==> src/rtl/hazard_control_pkg.sv <==
// hazard_control_pkg
// Shared definitions for the pipeline hazard controller:
//   - 7-bit opcode constants (instruction bits 31:25)
//   - operand forwarding select encodings driven on fwd_a / fwd_b
//   - controller FSM state enum
//   - per-stage scoreboard entry layout and the producer-match helper
package hazard_control_pkg;

  localparam logic [6:0] OP_ADD  = 7'h00;
  localparam logic [6:0] OP_SUB  = 7'h01;
  localparam logic [6:0] OP_MUL  = 7'h02;
  localparam logic [6:0] OP_LDB  = 7'h10;
  localparam logic [6:0] OP_LDW  = 7'h11;
  localparam logic [6:0] OP_STB  = 7'h12;
  localparam logic [6:0] OP_STW  = 7'h13;
  localparam logic [6:0] OP_MOV  = 7'h14;
  localparam logic [6:0] OP_BEQ  = 7'h30;
  localparam logic [6:0] OP_JUMP = 7'h31;

  localparam logic [1:0] FWD_RF = 2'b00;
  localparam logic [1:0] FWD_M  = 2'b01;
  localparam logic [1:0] FWD_W  = 2'b10;

  typedef enum logic [1:0] {
    ST_RUN      = 2'd0,
    ST_MUL_BUSY = 2'd1,
    ST_MEM_WAIT = 2'd2
  } hc_state_t;

  // writes_rd is captured already qualified with rd != r0, so an entry
  // targeting r0 can never match as a producer.
  typedef struct packed {
    logic       valid;
    logic [4:0] rd;
    logic       is_load;
    logic       writes_rd;
  } sb_entry_t;

  function automatic logic produces(input sb_entry_t e, input logic [4:0] src);
    return e.valid && e.writes_rd && (e.rd == src);
  endfunction

endpackage

==> src/rtl/hazard_control_op_class.sv <==
// op_class
// Decodes a D-stage opcode into the attributes the hazard logic needs.
// Ports:
//   op        in  7  opcode (instruction bits 31:25)
//   writes_rd out 1  instruction writes its rd field
//   reads_a   out 1  instruction reads ra
//   reads_b   out 1  instruction reads rb
//   is_load   out 1  LDB / LDW
//   is_mul    out 1  MUL (multi-cycle in E)
module op_class
  import hazard_control_pkg::*;
(
  input  logic [6:0] op,
  output logic       writes_rd,
  output logic       reads_a,
  output logic       reads_b,
  output logic       is_load,
  output logic       is_mul
);

  // Unknown opcodes fall through the defaults: they read ra and nothing else.
  always_comb begin
    writes_rd = 1'b0;
    reads_a   = 1'b1;
    reads_b   = 1'b0;
    is_load   = 1'b0;
    is_mul    = 1'b0;
    case (op)
      OP_ADD, OP_SUB: begin
        writes_rd = 1'b1;
        reads_b   = 1'b1;
      end
      OP_MUL: begin
        writes_rd = 1'b1;
        reads_b   = 1'b1;
        is_mul    = 1'b1;
      end
      OP_LDB, OP_LDW: begin
        writes_rd = 1'b1;
        is_load   = 1'b1;
      end
      OP_MOV: writes_rd = 1'b1;
      OP_STB, OP_STW, OP_BEQ: reads_b = 1'b1;
      OP_JUMP: reads_a = 1'b0;
      default: ;
    endcase
  end

endmodule

==> src/rtl/hazard_control.sv <==
// hazard_control
// Pipeline hazard controller for a 5-stage F/D/E/M/W pipeline. Tracks the
// destination of the instructions in E, M and W, selects operand forwarding
// for the D-stage instruction, and generates stall / hold / bubble / flush
// controls for load-use, multi-cycle MUL, data cache miss and taken branch.
// Ports:
//   clk, rst_n                 clock, async active-low reset
//   d_valid, d_op              D-stage valid and opcode
//   d_addr_d/_a/_b             D-stage rd, ra, rb
//   branch_taken               E resolves a taken branch/jump
//   mem_busy                   M waits on a data cache miss
//   stall_fd, flush_fd         hold / invalidate F and D
//   hold_e, hold_m             hold E / M registers
//   bubble_e, bubble_m, bubble_w  load NOP into E / M / W
//   fwd_a, fwd_b               operand source (RF / M / W)
module hazard_control
  import hazard_control_pkg::*;
#(
  parameter int unsigned MUL_CYCLES = 5
) (
  input  logic       clk,
  input  logic       rst_n,
  input  logic       d_valid,
  input  logic [6:0] d_op,
  input  logic [4:0] d_addr_d,
  input  logic [4:0] d_addr_a,
  input  logic [4:0] d_addr_b,
  input  logic       branch_taken,
  input  logic       mem_busy,
  output logic       stall_fd,
  output logic       hold_e,
  output logic       hold_m,
  output logic       bubble_e,
  output logic       bubble_m,
  output logic       bubble_w,
  output logic       flush_fd,
  output logic [1:0] fwd_a,
  output logic [1:0] fwd_b
);

  // The cycle a MUL enters E counts as its first, so the counter holds the
  // number of further cycles E must be held.
  localparam logic [3:0] MUL_LOAD = 4'(MUL_CYCLES - 1);

  logic       d_writes_rd;
  logic       d_reads_a;
  logic       d_reads_b;
  logic       d_is_load;
  logic       d_is_mul;

  sb_entry_t  d_entry;
  sb_entry_t  sb_e;
  sb_entry_t  sb_m;
  sb_entry_t  sb_w;

  hc_state_t  state;
  hc_state_t  state_nx;
  hc_state_t  ret_state;
  hc_state_t  ret_nx;
  logic [3:0] mul_cnt;
  logic [3:0] mul_cnt_nx;

  logic       mul_busy;
  logic       load_use;
  logic       mul_enter;

  op_class u_op_class (
    .op        (d_op),
    .writes_rd (d_writes_rd),
    .reads_a   (d_reads_a),
    .reads_b   (d_reads_b),
    .is_load   (d_is_load),
    .is_mul    (d_is_mul)
  );

  assign d_entry  = {d_valid, d_addr_d, d_is_load, d_writes_rd && (d_addr_d != 5'd0)};
  assign mul_busy = (mul_cnt != 4'd0);

  assign load_use = d_valid && sb_e.valid && sb_e.is_load && sb_e.writes_rd &&
                    ((d_reads_a && (d_addr_a == sb_e.rd)) ||
                     (d_reads_b && (d_addr_b == sb_e.rd)));

  // Control outputs, highest priority first: cache miss, taken branch,
  // busy MUL, load-use. A branch squashes the D instruction, so any
  // load-use stall it would have caused is moot.
  always_comb begin
    stall_fd = 1'b0;
    hold_e   = 1'b0;
    hold_m   = 1'b0;
    bubble_e = 1'b0;
    bubble_m = 1'b0;
    bubble_w = 1'b0;
    flush_fd = 1'b0;
    if (rst_n) begin
      if (mem_busy) begin
        stall_fd = 1'b1;
        hold_e   = 1'b1;
        hold_m   = 1'b1;
        bubble_w = 1'b1;
      end else if (branch_taken) begin
        flush_fd = 1'b1;
        bubble_e = 1'b1;
      end else if (mul_busy) begin
        stall_fd = 1'b1;
        hold_e   = 1'b1;
        bubble_m = 1'b1;
      end else if (load_use) begin
        stall_fd = 1'b1;
        bubble_e = 1'b1;
      end
    end
  end

  // Forwarding prefers the younger producer in M over W.
  always_comb begin
    fwd_a = FWD_RF;
    fwd_b = FWD_RF;
    if (rst_n && d_valid) begin
      if (produces(sb_m, d_addr_a))      fwd_a = FWD_M;
      else if (produces(sb_w, d_addr_a)) fwd_a = FWD_W;
      if (produces(sb_m, d_addr_b))      fwd_b = FWD_M;
      else if (produces(sb_w, d_addr_b)) fwd_b = FWD_W;
    end
  end

  assign mul_enter = d_valid && d_is_mul && !hold_e && !bubble_e;

  // MEM_WAIT remembers the state it interrupted and freezes the MUL counter.
  // On exit the interrupted state resumes this very cycle, so the counter
  // and the MUL-done check proceed as if no miss had occurred. A branch
  // bubbles E, which abandons any MUL still there.
  always_comb begin
    state_nx   = state;
    ret_nx     = ret_state;
    mul_cnt_nx = mul_cnt;
    if (mem_busy) begin
      state_nx = ST_MEM_WAIT;
      if (state != ST_MEM_WAIT) ret_nx = state;
    end else begin
      state_nx = (state == ST_MEM_WAIT) ? ret_state : state;
      if (branch_taken) begin
        mul_cnt_nx = 4'd0;
        state_nx   = ST_RUN;
      end else if (mul_busy) begin
        mul_cnt_nx = mul_cnt - 4'd1;
        if (mul_cnt == 4'd1) state_nx = ST_RUN;
      end else if (mul_enter) begin
        mul_cnt_nx = MUL_LOAD;
        state_nx   = ST_MUL_BUSY;
      end
    end
  end

  // FSM and MUL counter registers.
  always_ff @(posedge clk or negedge rst_n) begin
    if (!rst_n) begin
      state     <= ST_RUN;
      ret_state <= ST_RUN;
      mul_cnt   <= 4'd0;
    end else begin
      state     <= state_nx;
      ret_state <= ret_nx;
      mul_cnt   <= mul_cnt_nx;
    end
  end

  // Scoreboard entries move with the pipeline registers they shadow.
  always_ff @(posedge clk or negedge rst_n) begin
    if (!rst_n) begin
      sb_e <= '0;
      sb_m <= '0;
      sb_w <= '0;
    end else begin
      sb_w <= bubble_w ? '0 : sb_m;
      if (!hold_m) sb_m <= bubble_m ? '0 : sb_e;
      if (!hold_e) sb_e <= bubble_e ? '0 : d_entry;
    end
  end

endmodule

==> config.mk <==
export PLATFORM = sky130hd
export DESIGN_NAME = hazard_control
export DESIGN_NICKNAME = d
export VERILOG_FILES = /design/src/rtl/hazard_control_pkg.sv /design/src/rtl/hazard_control_op_class.sv /design/src/rtl/hazard_control.sv
export SDC_FILE = /design/constraint.sdc
export NUM_CORES = 1
export LEC_CHECK = 0
export CAP_MARGIN = 20
export CELL_PAD_IN_SITES_DETAIL_PLACEMENT = 0
export CELL_PAD_IN_SITES_GLOBAL_PLACEMENT = 1
export CORE_MARGIN = 4
export CORE_UTILIZATION = 38
export CTS_CLUSTER_DIAMETER = 100
export DETAILED_ROUTE_END_ITERATION = 8
export PLACE_DENSITY_LB_ADDON = 0.1
export SYNTH_ARGS = -nofsm -noshare
export SYNTH_HDL_FRONTEND = slang
export SYNTH_SLANG_ARGS = --single-unit
==> constraint.sdc <==
create_clock -name clk -period 3.1 [get_ports clk]
set_input_delay 0.93 -clock clk [delete_from_list [all_inputs] [get_ports clk]]
set_output_delay 0.93 -clock clk [all_outputs]
set_load 0.005 [all_outputs]
# Word-level counts from Yosys, hierarchy flattened
# Index checks and enable logic that the tools add are counted.
dict set report totals {
  in_bits 27
  ff_bits 27
  out_inout_bits 11
}
dict set report classes {
  add_sub_neg 1
  eq_ne 15
  n_reduce_logical 28
  n_mux 37
  bitwise 1
}
# op n
set op_table {}
lappend op_table {{== test 7 x 5 -> 1 bit, second input constant} 5}
lappend op_table {{== test 5 bit} 6}
lappend op_table {{two-way mux 1 bit} 25}
lappend op_table {{two-way mux 8 bit} 3}
lappend op_table {{logical AND 1 bit} 17}
lappend op_table {{== test 7 x 6 -> 1 bit, second input constant} 2}
lappend op_table {{two-way mux 2 bit} 6}
lappend op_table {{two-way mux 4 bit} 3}
lappend op_table {{OR reduction 6 bit} 2}
lappend op_table {{== test 7 x 1 -> 1 bit, second input constant} 1}
lappend op_table {{== test 7 x 2 -> 1 bit, second input constant} 1}
lappend op_table {{zero test 7 bit} 1}
lappend op_table {{nonzero test 5 bit} 1}
lappend op_table {{nonzero test 4 bit} 1}
lappend op_table {{subtractor 4 x 1 -> 4 bit, second input constant} 1}
lappend op_table {{nonzero test 3 bit} 1}
lappend op_table {{zero test 1 bit} 2}
lappend op_table {{AND reduction 2 bit} 1}
lappend op_table {{OR reduction 2 bit} 1}
lappend op_table {{logical OR 1 bit} 1}
lappend op_table {{NOT 1 bit} 1}

# Logic depth before layout (Yosys ltp)
# Gate-level depths: netlist of the first run.
dict set report logic_depth {
  ltp_word 16
  mapped_depth 8
  mapped_depth_nobuf 8
}

# Hierarchy
# From an unflattened synthesis of the first run, not the netlist that was laid out.
dict set report unflattened {
  hier_cells 160
  area_unflattened_um2 1629.1
}
# module n_inst area_per_inst_um2 cells_each
set modules_own_cells {}
lappend modules_own_cells {hazard_control 1 1517.7 143}
lappend modules_own_cells {op_class 1 111.4 17}

# Worst setup path after synthesis of the first run
# No wires, ideal clock.
dict set report synth_timing {
  path_type {input-to-output}
  start {input mem_busy}
  end {output stall_fd}
  arrival_ps 1891
  required_time_ps 2170
  setup_slack_ps 279
  cell_stages 5
  path_buffers 2
  cell_sequence {clkbuf_1 > o21ai_4 > inv_2 > clkbuf_1 > a31o_2}
}
dict set report synth_between {
  elab_chain_cells 2
}
# item line_no
set synth_lines {}
lappend synth_lines {{start: declaration} hazard_control.sv:29} ;# input logic mem_busy,
lappend synth_lines {{two-way mux 1 bit} hazard_control.sv:95} ;# if (mem_busy) begin
lappend synth_lines {{two-way mux 1 bit} hazard_control.sv:94} ;# if (rst_n) begin
lappend synth_lines {{end: declaration} hazard_control.sv:30} ;# output logic stall_fd,
# No other way between the ends.

# Worst setup path after layout of the first run
dict set report layout_timing {
  start {input d_op[1]}
  end {output bubble_e}
}
dict set report layout_between {
  elab_chain_cells 11
}
# item line_no
set layout_lines {}
lappend layout_lines {{start: declaration} hazard_control.sv:24} ;# input logic [6:0] d_op,
lappend layout_lines {{== test 7 x 1 -> 1 bit, or another cell as far along} hazard_control_op_class.sv:28} ;# case (op)
lappend layout_lines {{OR reduction 6 bit (no line)} --}
lappend layout_lines {{two-way mux 1 bit} hazard_control_op_class.sv:28}
lappend layout_lines {{logical AND 1 bit} hazard_control.sv:81} ;# (d_reads_b && (d_addr_b == sb_e.rd)));
lappend layout_lines {{logical OR 1 bit (*)} hazard_control.sv:80} ;# ((d_reads_a && (d_addr_a == sb_e.rd)) ||
lappend layout_lines {{logical AND 1 bit (*)} hazard_control.sv:79} ;# assign load_use = d_valid && sb_e.valid && sb_e.is_load && sb_e.writes_rd &&
lappend layout_lines {{two-way mux 1 bit (*)} hazard_control.sv:107} ;# end else if (load_use) begin
lappend layout_lines {{two-way mux 1 bit (*)} hazard_control.sv:103} ;# end else if (mul_busy) begin
lappend layout_lines {{two-way mux 1 bit (*)} hazard_control.sv:100} ;# end else if (branch_taken) begin
lappend layout_lines {{two-way mux 1 bit (*)} hazard_control.sv:95}
lappend layout_lines {{two-way mux 1 bit (*)} hazard_control.sv:94}
lappend layout_lines {{end: declaration} hazard_control.sv:33} ;# output logic bubble_e,
# Mark *: on every way between the ends. The rest lies on a longest branch, timed or not.

==> flow_summary.json, run 1 <==
{
  "status": "finished, violations left",
  "failed_checks": "negative setup slack",
  "fp.coreArea_um2": 4030,
  "avgSynthCellArea_um2": 10.8,
  "dr.pass1.iters": 4,
  "ir_worst_vdd_v": 0.000240,
  "syn_area_um2": 1590,
  "finalWorstSetupSlack_ns": -0.00657,
  "path_max_fanout": 4,
  "max_freq_ghz": 0.322,
  "hold_path.class": "flop to flop",
  "diodes": 0,
  "final.period_utilization_pct": 100,
  "nFillCells": 361,
  "dieArea_um2": 5290,
  "routed_via_density": 5.37,
  "areaGrowthSynthToFinish_pct": 51.0,
  "worstSetupPathType": "primary input to output pin",
  "cts_root_buf": "clkbuf_8",
  "synth_edf_count": 0,
  "gp_congestion": 0.835,
  "die_x_um": 72.7,
  "clock_latency_ns": 0.27,
  "layout_common_cells": "30 x buf_4, 26 x dfrtp_1, 15 x xor2_1",
  "wl_per_cell_um": 16.3,
  "grt_max_degree": 16,
  "drive_gt1_share_pct": 40.7,
  "vias": 1454,
  "synth_cells": 148,
  "post-route-util_pct": 59.7,
  "dp_hpwl_um": 3490,
  "grt_pass1_wl_um": 7600,
  "rsz0062_at_grt": "yes",
  "synth_warnings": 0,
  "p_leak_uw": 0.00112,
  "synth_top_area_cell": "dfrtp_1",
  "cts_made_buffers": 3,
  "grt_overflow_total": 0,
  "htree_levels": 1,
  "slew_violations": 0,
  "worst-slew-pin-transition_ns": 0.368,
  "maxCapViolations": 0,
  "cts_tree": "yes",
  "routed_wirelength_um": 4430,
  "ys.flop_type": "dfrtp_1",
  "drtAntennaViolNets": 0,
  "die_h_um": 72.7,
  "ioPinCount": 38,
  "cp.required_ns": 2.17,
  "crit_chain": "buf_6 -> buf_6 -> xor2_2 -> o211ai_1 -> a32o_2 -> buf_6 -> a31o_2 -> buf_2",
  "power_density_nw_per_um2": 500,
  "endpoint_kind": "output pin",
  "slew_headroom_pct": 75.4,
  "drc_errors": 0,
  "io_buffers": 37,
  "fin_cells": 271,
  "cp_slowest_stage_delay_ns": 0.31,
  "min_period_ns": 3.11,
  "cp-start-kind": "primary input",
  "hold_viol": 0,
  "synthArstFlopShare_pct": 100,
  "cts_hold_buf": 0,
  "synthTopCellsByArea": "dfrtp_1 41%, xor2_1 9.9%, a22o_1 7.7%, xnor2_1 7.1%, and2_1 2.7%",
  "cts_buffer_depth": 2,
  "yosysSeqAreaShare_pct": 40.8,
  "ys_ff_latch": 26,
  "track_usage_pct": 18.2,
  "rows": 23,
  "synth_nets": 176,
  "clkTransAtPathRegs_ns": 0.10,
  "synth_top_area_share_pct": 40.8,
  "antenna_found_initial": 0,
  "final_common_cell": "buf_4",
  "dp.cells": 263,
  "cp_common_cell": "buf_6",
  "crit_arrival_ns": 2.18,
  "skew_ns": 0.0131,
  "synthDistinctLibCells": 45,
  "grt_pass1_vias": 1569,
  "clock_sinks": 26,
  "fin_nets": 250,
  "start_util_pct": 39.5,
  "drtIter0Drc": 28,
  "setup_viol": 1,
  "cp_slowest_cell": "a32o_2",
  "place_ws_ns": -0.692
}
-- worst paths after layout --
kind | from | end | slack [ns] | depth (start not counted)
min in group asynchronous | rst_n | sb_w[4] | 0.73 | 3
setup reg to reg | sb_e[4] | sb_e[1] | 1.15 | 7
setup / recovery | d_op[1] | bubble_e | -0.007 | 8
hold reg to reg | mul_cnt[1] | mul_cnt[1] | 0.51 | 1
max in group asynchronous | rst_n | sb_e[2] | 2.06 | 4
hold / removal | mul_cnt[1] | mul_cnt[1] | 0.51 | 1
-- timing repair --
item | in CTS | in global routing
pin swaps | 19 | 14
gates resized for setup | 76 | 31
setup endpoints to repair | 11 | 8
setup buffers | 4 | 0
cloned | 0 | 0
-- logic make-up (layout without fill, tap and decap cells) --
kind of cell	count (synthesis)	in the layout	share of synthesized area, %
simple gates	46	46	19.0
flops	26	26	40.8
xor+xnor	31	31	17.0
buf+inv	9	82	2.59
fa+ha+maj	1	1	0.785
compound gates	34	34	19.0
mux	1	1	0.707
-- per-layer routing --
layer	share of wire (%)	vias to the layer above	GRT usage, %
met5	0	-	0
met3	4.2	10	3.44
met2	48	44	30.1
met1	45	705	24.0
met4	2.5	0	5.94
li1	-	695	-
-- worst max-delay path: cells and delay by family --
kind	cells	cell delay, ns
AO/OA/AOI/OAI	3	0.67
buffers and inverters	4	0.45
XOR/XNOR	1	0.12
-- Yosys cell counts (3+ instances only) --
master,instances
nor2_1,3
nand4_1,4
and2_1,7
dfrtp_1,26
xnor2_1,13
xor2_1,18
a31o_2,3
nand2_1,4
nor4_1,5
a22o_1,14
nor3_1,5
inv_1,3
-- stage by stage --
step	cell area [um^2]	total power (uW)	hold slack [ns]	setup TNS [ns]
3_3_place_gp	2240	881	0.479	-4.82
4_1_cts	2410	1190	0.508	-0.0370
2_1_floorplan	1590	717	0.464	0
3_5_place_dp	2240	898	0.485	-4.94
6_report	2400	1200	0.507	-0.00657
5_1_grt	2400	1280	0.561	-0.0302
-- state kept, by name, indices dropped and copies added (netlist names) --
| register | flops |
|---|---|
| sb_e | 8 |
| sb_m | 7 |
| sb_w | 7 |
| mul_cnt | 4 |
-- final cells by class --
type	instances	area, um^2	area share, %
Inverter	5	20.0	0.832
Multi-Input combinational cell	113	1020	42.6
Sequential cell	26	651	27.1
Clock inverter	1	30.0	1.25
Timing Repair Buffer	73	577	24.0
Clock buffer	3	41.3	1.72
Tap cell	50	62.6	2.60
-- where the power goes --
part | total [uW] | internal [uW] | leakage (uW) | switching (uW)
sequential | 485 | 402 | 0.000331 | 82.8
combinational | 437 | 243 | 0.000757 | 194
clock | 281 | 173 | 0.0000357 | 108
total | 1200 | 818 | 0.00112 | 385
Power figures use the tool's default switching activity.
==> run 2: changes to the inputs <==
Settings changed: CTS_CLUSTER_DIAMETER 100 to 80.
==> results of run 2 <==
Same layout as run 1: the final DEF is identical, and so are final timing and power.
==> run 3: changes to the inputs <==
Settings changed: CAP_MARGIN 20 to not set, GPL_ROUTABILITY_DRIVEN set to 1.
==> results of run 3 <==
Same layout as run 1: the final DEF is identical, and so are final timing and power.
